### src/rtl/cnn_pkg.sv
// rtl/cnn_pkg.sv - shared CNN sizes and pooling FSM state encoding
package cnn_pkg;

   localparam int CnnIntSize     = 8;
   localparam int CnnImgDim      = 28;
   localparam int CnnImgPixels   = 784;
   localparam int CnnPoolPixels  = 196;
   localparam int CnnPool2Pixels = 49;

   typedef enum logic [1:0] {
      IDLE  = 2'd0,
      RUN   = 2'd1,
      FLUSH = 2'd2,
      DONE  = 2'd3
   } pool_state_e;

endpackage

### src/rtl/pool_linebuf.sv
// rtl/pool_linebuf.sv - half-row buffer of horizontal pair maxima, async read
module pool_linebuf #(
   parameter int Depth = 14,
   parameter int Width = 8,
   parameter int AddrW = 4
) (
   input  logic             clk,
   input  logic             we,
   input  logic [AddrW-1:0] waddr,
   input  logic [Width-1:0] wdata,
   input  logic [AddrW-1:0] raddr,
   output logic [Width-1:0] rdata
);

   logic [Width-1:0] mem_q [Depth];

   // Contents need no reset: every entry is written on an even row before it is read.
   always_ff @(posedge clk) begin
      if (we) begin
         mem_q[waddr] <= wdata;
      end
   end

   assign rdata = mem_q[raddr];

endmodule

### src/rtl/maxpool_unit.sv
// rtl/maxpool_unit.sv - streaming 2x2 signed max-pool over a raster frame
module maxpool_unit
   import cnn_pkg::*;
#(
   parameter int IntSize   = CnnIntSize,
   parameter int PicWidth  = CnnImgDim,
   parameter int PicHeight = CnnImgDim
) (
   input  logic               clk,
   input  logic               rst_n,
   input  logic               start,
   input  logic               in_valid,
   input  logic [IntSize-1:0] in_data,
   output logic               in_ready,
   output logic               out_valid,
   output logic [IntSize-1:0] out_data,
   input  logic               out_ready,
   output logic               done
);

   localparam int ColW    = (PicWidth > 1) ? $clog2(PicWidth) : 1;
   localparam int RowW    = (PicHeight > 1) ? $clog2(PicHeight) : 1;
   localparam int LbDepth = PicWidth / 2;
   localparam int LbAddrW = (LbDepth > 1) ? $clog2(LbDepth) : 1;
   localparam logic [ColW-1:0] ColLast = ColW'(PicWidth - 1);
   localparam logic [RowW-1:0] RowLast = RowW'(PicHeight - 1);

   pool_state_e               state_q;
   logic [ColW-1:0]           col_q;
   logic [RowW-1:0]           row_q;
   logic signed [IntSize-1:0] pair_q;
   logic signed [IntSize-1:0] out_data_q;
   logic                      out_valid_q;
   logic                      done_q;

   logic                      accept;
   logic                      pop;
   logic                      last_pixel;
   logic                      lb_we;
   logic [LbAddrW-1:0]        lb_addr;
   logic signed [IntSize-1:0] lb_rdata;
   logic signed [IntSize-1:0] pair_max;
   logic signed [IntSize-1:0] quad_max;

   function automatic logic signed [IntSize-1:0] smax(input logic signed [IntSize-1:0] a,
                                                      input logic signed [IntSize-1:0] b);
      return (a > b) ? a : b;
   endfunction

   // A held output blocks new pixels unless it is being consumed this cycle.
   assign in_ready   = (state_q == RUN) && (!out_valid_q || out_ready);
   assign accept     = in_valid && in_ready;
   assign pop        = out_valid_q && out_ready;
   assign last_pixel = (row_q == RowLast) && (col_q == ColLast);

   assign lb_addr  = LbAddrW'(col_q >> 1);
   assign pair_max = smax(pair_q, $signed(in_data));
   assign quad_max = smax(pair_max, lb_rdata);
   assign lb_we    = accept && !row_q[0] && col_q[0];

   pool_linebuf #(
      .Depth (LbDepth),
      .Width (IntSize),
      .AddrW (LbAddrW)
   ) u_linebuf (
      .clk   (clk),
      .we    (lb_we),
      .waddr (lb_addr),
      .wdata (pair_max),
      .raddr (lb_addr),
      .rdata (lb_rdata)
   );

   // Frame FSM, raster counters, pair register and registered output slot.
   always_ff @(posedge clk or negedge rst_n) begin
      if (!rst_n) begin
         state_q     <= IDLE;
         col_q       <= '0;
         row_q       <= '0;
         pair_q      <= '0;
         out_data_q  <= '0;
         out_valid_q <= 1'b0;
         done_q      <= 1'b0;
      end else begin
         done_q <= 1'b0;

         if (accept && !col_q[0]) begin
            pair_q <= $signed(in_data);
         end

         // Odd-odd pixel completes a window; loading wins over a pop so there is no bubble.
         if (accept && row_q[0] && col_q[0]) begin
            out_data_q  <= quad_max;
            out_valid_q <= 1'b1;
         end else if (pop) begin
            out_valid_q <= 1'b0;
         end

         case (state_q)
            IDLE: begin
               if (start) begin
                  state_q <= RUN;
                  col_q   <= '0;
                  row_q   <= '0;
               end
            end
            RUN: begin
               if (accept) begin
                  if (col_q == ColLast) begin
                     col_q <= '0;
                     row_q <= last_pixel ? '0 : row_q + 1'b1;
                  end else begin
                     col_q <= col_q + 1'b1;
                  end
                  if (last_pixel) begin
                     state_q <= FLUSH;
                  end
               end
            end
            FLUSH: begin
               if (!out_valid_q || pop) begin
                  state_q <= DONE;
                  done_q  <= 1'b1;
               end
            end
            DONE: begin
               state_q <= IDLE;
            end
            default: begin
               state_q <= IDLE;
            end
         endcase
      end
   end

   assign out_valid = out_valid_q;
   assign out_data  = out_data_q;
   assign done      = done_q;

endmodule
### config.mk
export PLATFORM = sky130hd
export DESIGN_NAME = maxpool_unit
export DESIGN_NICKNAME = d
export VERILOG_FILES = /design/src/rtl/cnn_pkg.sv /design/src/rtl/pool_linebuf.sv /design/src/rtl/maxpool_unit.sv
export SDC_FILE = /design/constraint.sdc
export NUM_CORES = 1
export LEC_CHECK = 0
export ABC_AREA = 1
export BUFFER_PORTS_ARGS = -buffer_cell sky130_fd_sc_hd__clkbuf_2
export CAP_MARGIN = 30
export CELL_PAD_IN_SITES_DETAIL_PLACEMENT = 1
export CELL_PAD_IN_SITES_GLOBAL_PLACEMENT = 2
export CORE_UTILIZATION = 30
export DETAILED_ROUTE_END_ITERATION = 8
export PLACE_DENSITY = 0.68
export SLEW_MARGIN = 30
export SYNTH_ARGS = -nofsm -noshare
export SYNTH_HDL_FRONTEND = slang
export SYNTH_SLANG_ARGS = --single-unit
### constraint.sdc
create_clock -name clk -period 3 [get_ports clk]
set_clock_uncertainty 0.05 [all_clocks]
set_input_delay 0.3 -clock clk [delete_from_list [all_inputs] [get_ports clk]]
set_output_delay 0.3 -clock clk [all_outputs]
set_load 0.05 [all_outputs]
==> summary.md <==
| Metric | Value |
|---|---|
| Syn nets | 656 |
| Critical path arrival | 3180 ps |
| Initial DRT Pass Iterations | 4 |
| Initial antenna violation count | 0 |
| Synth Register Bits | 142 |
| Synth cell types | 32 |
| Vias in the first global route | 5191 |
| VDD IR max | 0.4731 mV |
| Diode count | 0 |
| Leakage | 3.545 nW |
| Rel. slew slack | 45.32% |
| 1st-iter DRT viols | 218 |
| Row count | 53 |
| Post-route minimum period | 2927 ps |
| MaxCap Viol Count | 0 |
| Clock slew at reported path FFs | 60 ps |
| Clk sinks | 142 |
| Fillers | 2353 |
| Core Box Area | 20960 sq um |
| Die Height | 148.0 um |
| Final Wtd Congestion | 0.8273 |
| Die area | 21910 sq um |
| First-pass GRT wire length | 28120 um |
| Register area share after synthesis | 64.31% |
| CP Launch Type | flip-flop |
| Max FO, Critical Path | 8 |
| Drt drc | 0 |
| Fin crit share | 97.56% |
| Die Width | 148.0 um |
| Mapped Cells | 621 |
| Max Slew Vio Count | 0 |
| Worst-Skew Late Latency | 420 ps |
| Multi-input logic area | 2384 sq um |
| Hold WC Path Type | in -> reg |
| Finished Cell Area | 8467 sq um |
| Vias post-DR | 4808 |
| Cts bufs inserted | 17 |
| Port buffer count | 23 |
| Gr usage total | 17.35% |
| Ys Warns | 0 |
| Final HPWL DP | 12470 um |
| P per Cell Area | 1087 nW/um^2 |
| Crit path capture type | flip-flop |
| Sequential cell area | 4115 sq um |
| WL final | 17980 um |
| Starting Density | 30.53% |
| Clk root buf | clkbuf_16 |
| Synth Cell Area | 6397 sq um |
| EDFF count, synth | 112 |
| H-tree levels | 4 |
| F_max | 341.7 MHz |
| Most common cell after layout, fill and taps aside | nand2_1 |
| Required time worst endpoint | 3260 ps |
| Dpl cells | 992 |
| WL per Instance | 17.41 um |
| Final Non-Filler Cells | 1033 |
| Final number of setup-violating endpoints | 0 |
| CP Class | reg -> reg |
| Share of cells above drive strength 1 | 28.10% |
| Pin count of the biggest net entering global routing | 31 |
| Vias/cell | 4.654 |
| Clock Path Buffers | 2 |
| Layout area overhead | 32.35% |
| Ys async rst share | 21.13% |
| Routed Antenna Nets | 0 |
| Total grt overflow | 0 |
| Worst Tran Pin Value | 820.2 ps |
| Io pins | 24 |
| Avg Inst Size Synth | 10.30 sq um |
| DP Area | 7497 sq um |
| RSZ-0062 raised after global routing | yes |
| Status | completed |
| Main synth FF type | edfxtp_1 |
| Highest-count cells in the layout ignoring fill and taps | 200 x nand2_1, 112 x edfxtp_1, 87 x buf_4, 51 x nor2_1, 33 x inv_1 |
| Fin. Hold Viols | 0 |
| CTS tree | built |
| Nets | 780 |
==> synth_stat cells, types with 2 or more instances <==
master,n,area share (%)
a21oi_1,23,1.8
buf_2,10,0.78
buf_4,2,0.23
clkbuf_1,2,0.12
dfrtp_1,30,12
edfxtp_1,112,53
ha_1,22,4.3
inv_1,36,2.1
inv_2,4,0.23
nand2_1,217,13
nand2_2,2,0.20
nand3_1,19,1.5
nand4_1,27,2.6
nor2_1,57,3.3
nor2_4,3,0.53
nor3_1,5,0.39
o21ai_0,29,2.3
o21ai_1,3,0.23
xor2_1,5,0.68
==> critical path, stage by stage (launching register included) <==
cell and delay (ps):
dfrtp_1 420, ha_4 270, a21o_1 180, nor2_4 160, nand2_4 70, nand2_4 80
buf_6 120, nand4_1 150, nand2_2 120, ha_4 220, nand2_1 70, inv_1 50
o21bai_1 140, nand3_1 100, nand2_1 80, nand2_2 60, nand2_4 130, buf_6 130
a21oi_1 50, nand2_1 100, nand2_1 50
==> metrics by stage <==
stage / TNS [ps] / util [%] / setup slack [ps] / hold slack, ps / total power [W]
2_1_floorplan: 0 / - / 26.10 / -45.59 / 0.004703
3_3_place_gp: -1198 / 35.78 / -191.5 / 366.1 / 0.006265
3_5_place_dp: -2044 / 35.78 / -310.2 / 386.4 / 0.006416
4_1_cts: 0 / 39.03 / 6.122 / 2.857 / 0.008682
5_1_grt: -700.2 / 40.40 / -111.6 / 42.43 / 0.009770
6_report: 0 / 40.40 / 73.19 / 23.07 / 0.009201
==> flip-flops by register name, indices dropped and copies added, names as in the netlist <==
name and flops:
col_q 5, done 1, out_data 8, out_valid 1
pair_q 8, row_q 5, state_q 2, u_linebuf.mem_q 112
==> path summary, 6_finish.rpt <==
| path | slack [ps] | depth (start not counted) | to | from |
|---|---|---|---|---|
| max | 70 | 20 | out_data[0] | pair_q[7] |
| min | 20 | 2 | out_valid | out_ready |
| max reg2reg | 70 | 20 | out_data[0] | pair_q[7] |
| min reg2reg | 440 | 2 | out_data[2] | out_data[2] |
| max in group asynchronous | 1880 | 2 | col_q[1] | rst_n |
| min in group asynchronous | 450 | 2 | pair_q[2] | rst_n |
==> where the power goes <==
part | internal (W) | switching, W
clock | 0.00116 | 0.000875
sequential | 0.00263 | 0.000122
combinational | 0.00171 | 0.00270
total | 0.00550 | 0.00370
==> final cells by class <==
class,count,share of cell area [%]
multi-input cells,426,28.15
repair buffers,118,10.54
well taps,275,4.064
flip-flops and latches,142,48.60
clock buffers,17,5.024
inverters,40,1.832
clock inverters,15,1.788
==> timing repair <==
action,in CTS,in global routing
endpoints found under the setup margin,8,8
cloned,1,0
endpoints found under the hold margin,30,0
gates resized for setup,12,55
buffers inserted,4,3
pin swaps,6,29
hold buffers,1,0
==> metal layers <==
layer	routed length (um)	track usage, %	share of wire, %	up-vias
met4	244	5.258	1.4	0
met1	8174	21.72	45	2381
met2	9187	29.84	51	46
li1	-	-	-	2367
met5	0	0	0	-
met3	374	3.735	2.1	14
==> logic make-up after synthesis <==
kind of cell | synth area share [%]
and+or+nand+nor | 21.87
buffers and inverters | 3.481
DFF | 64.31
xor gates and xnor gates | 0.6845
AOI/OAI and AO/OA | 5.359
adders and majority gates | 4.303
Power figures use the tool's default switching activity.
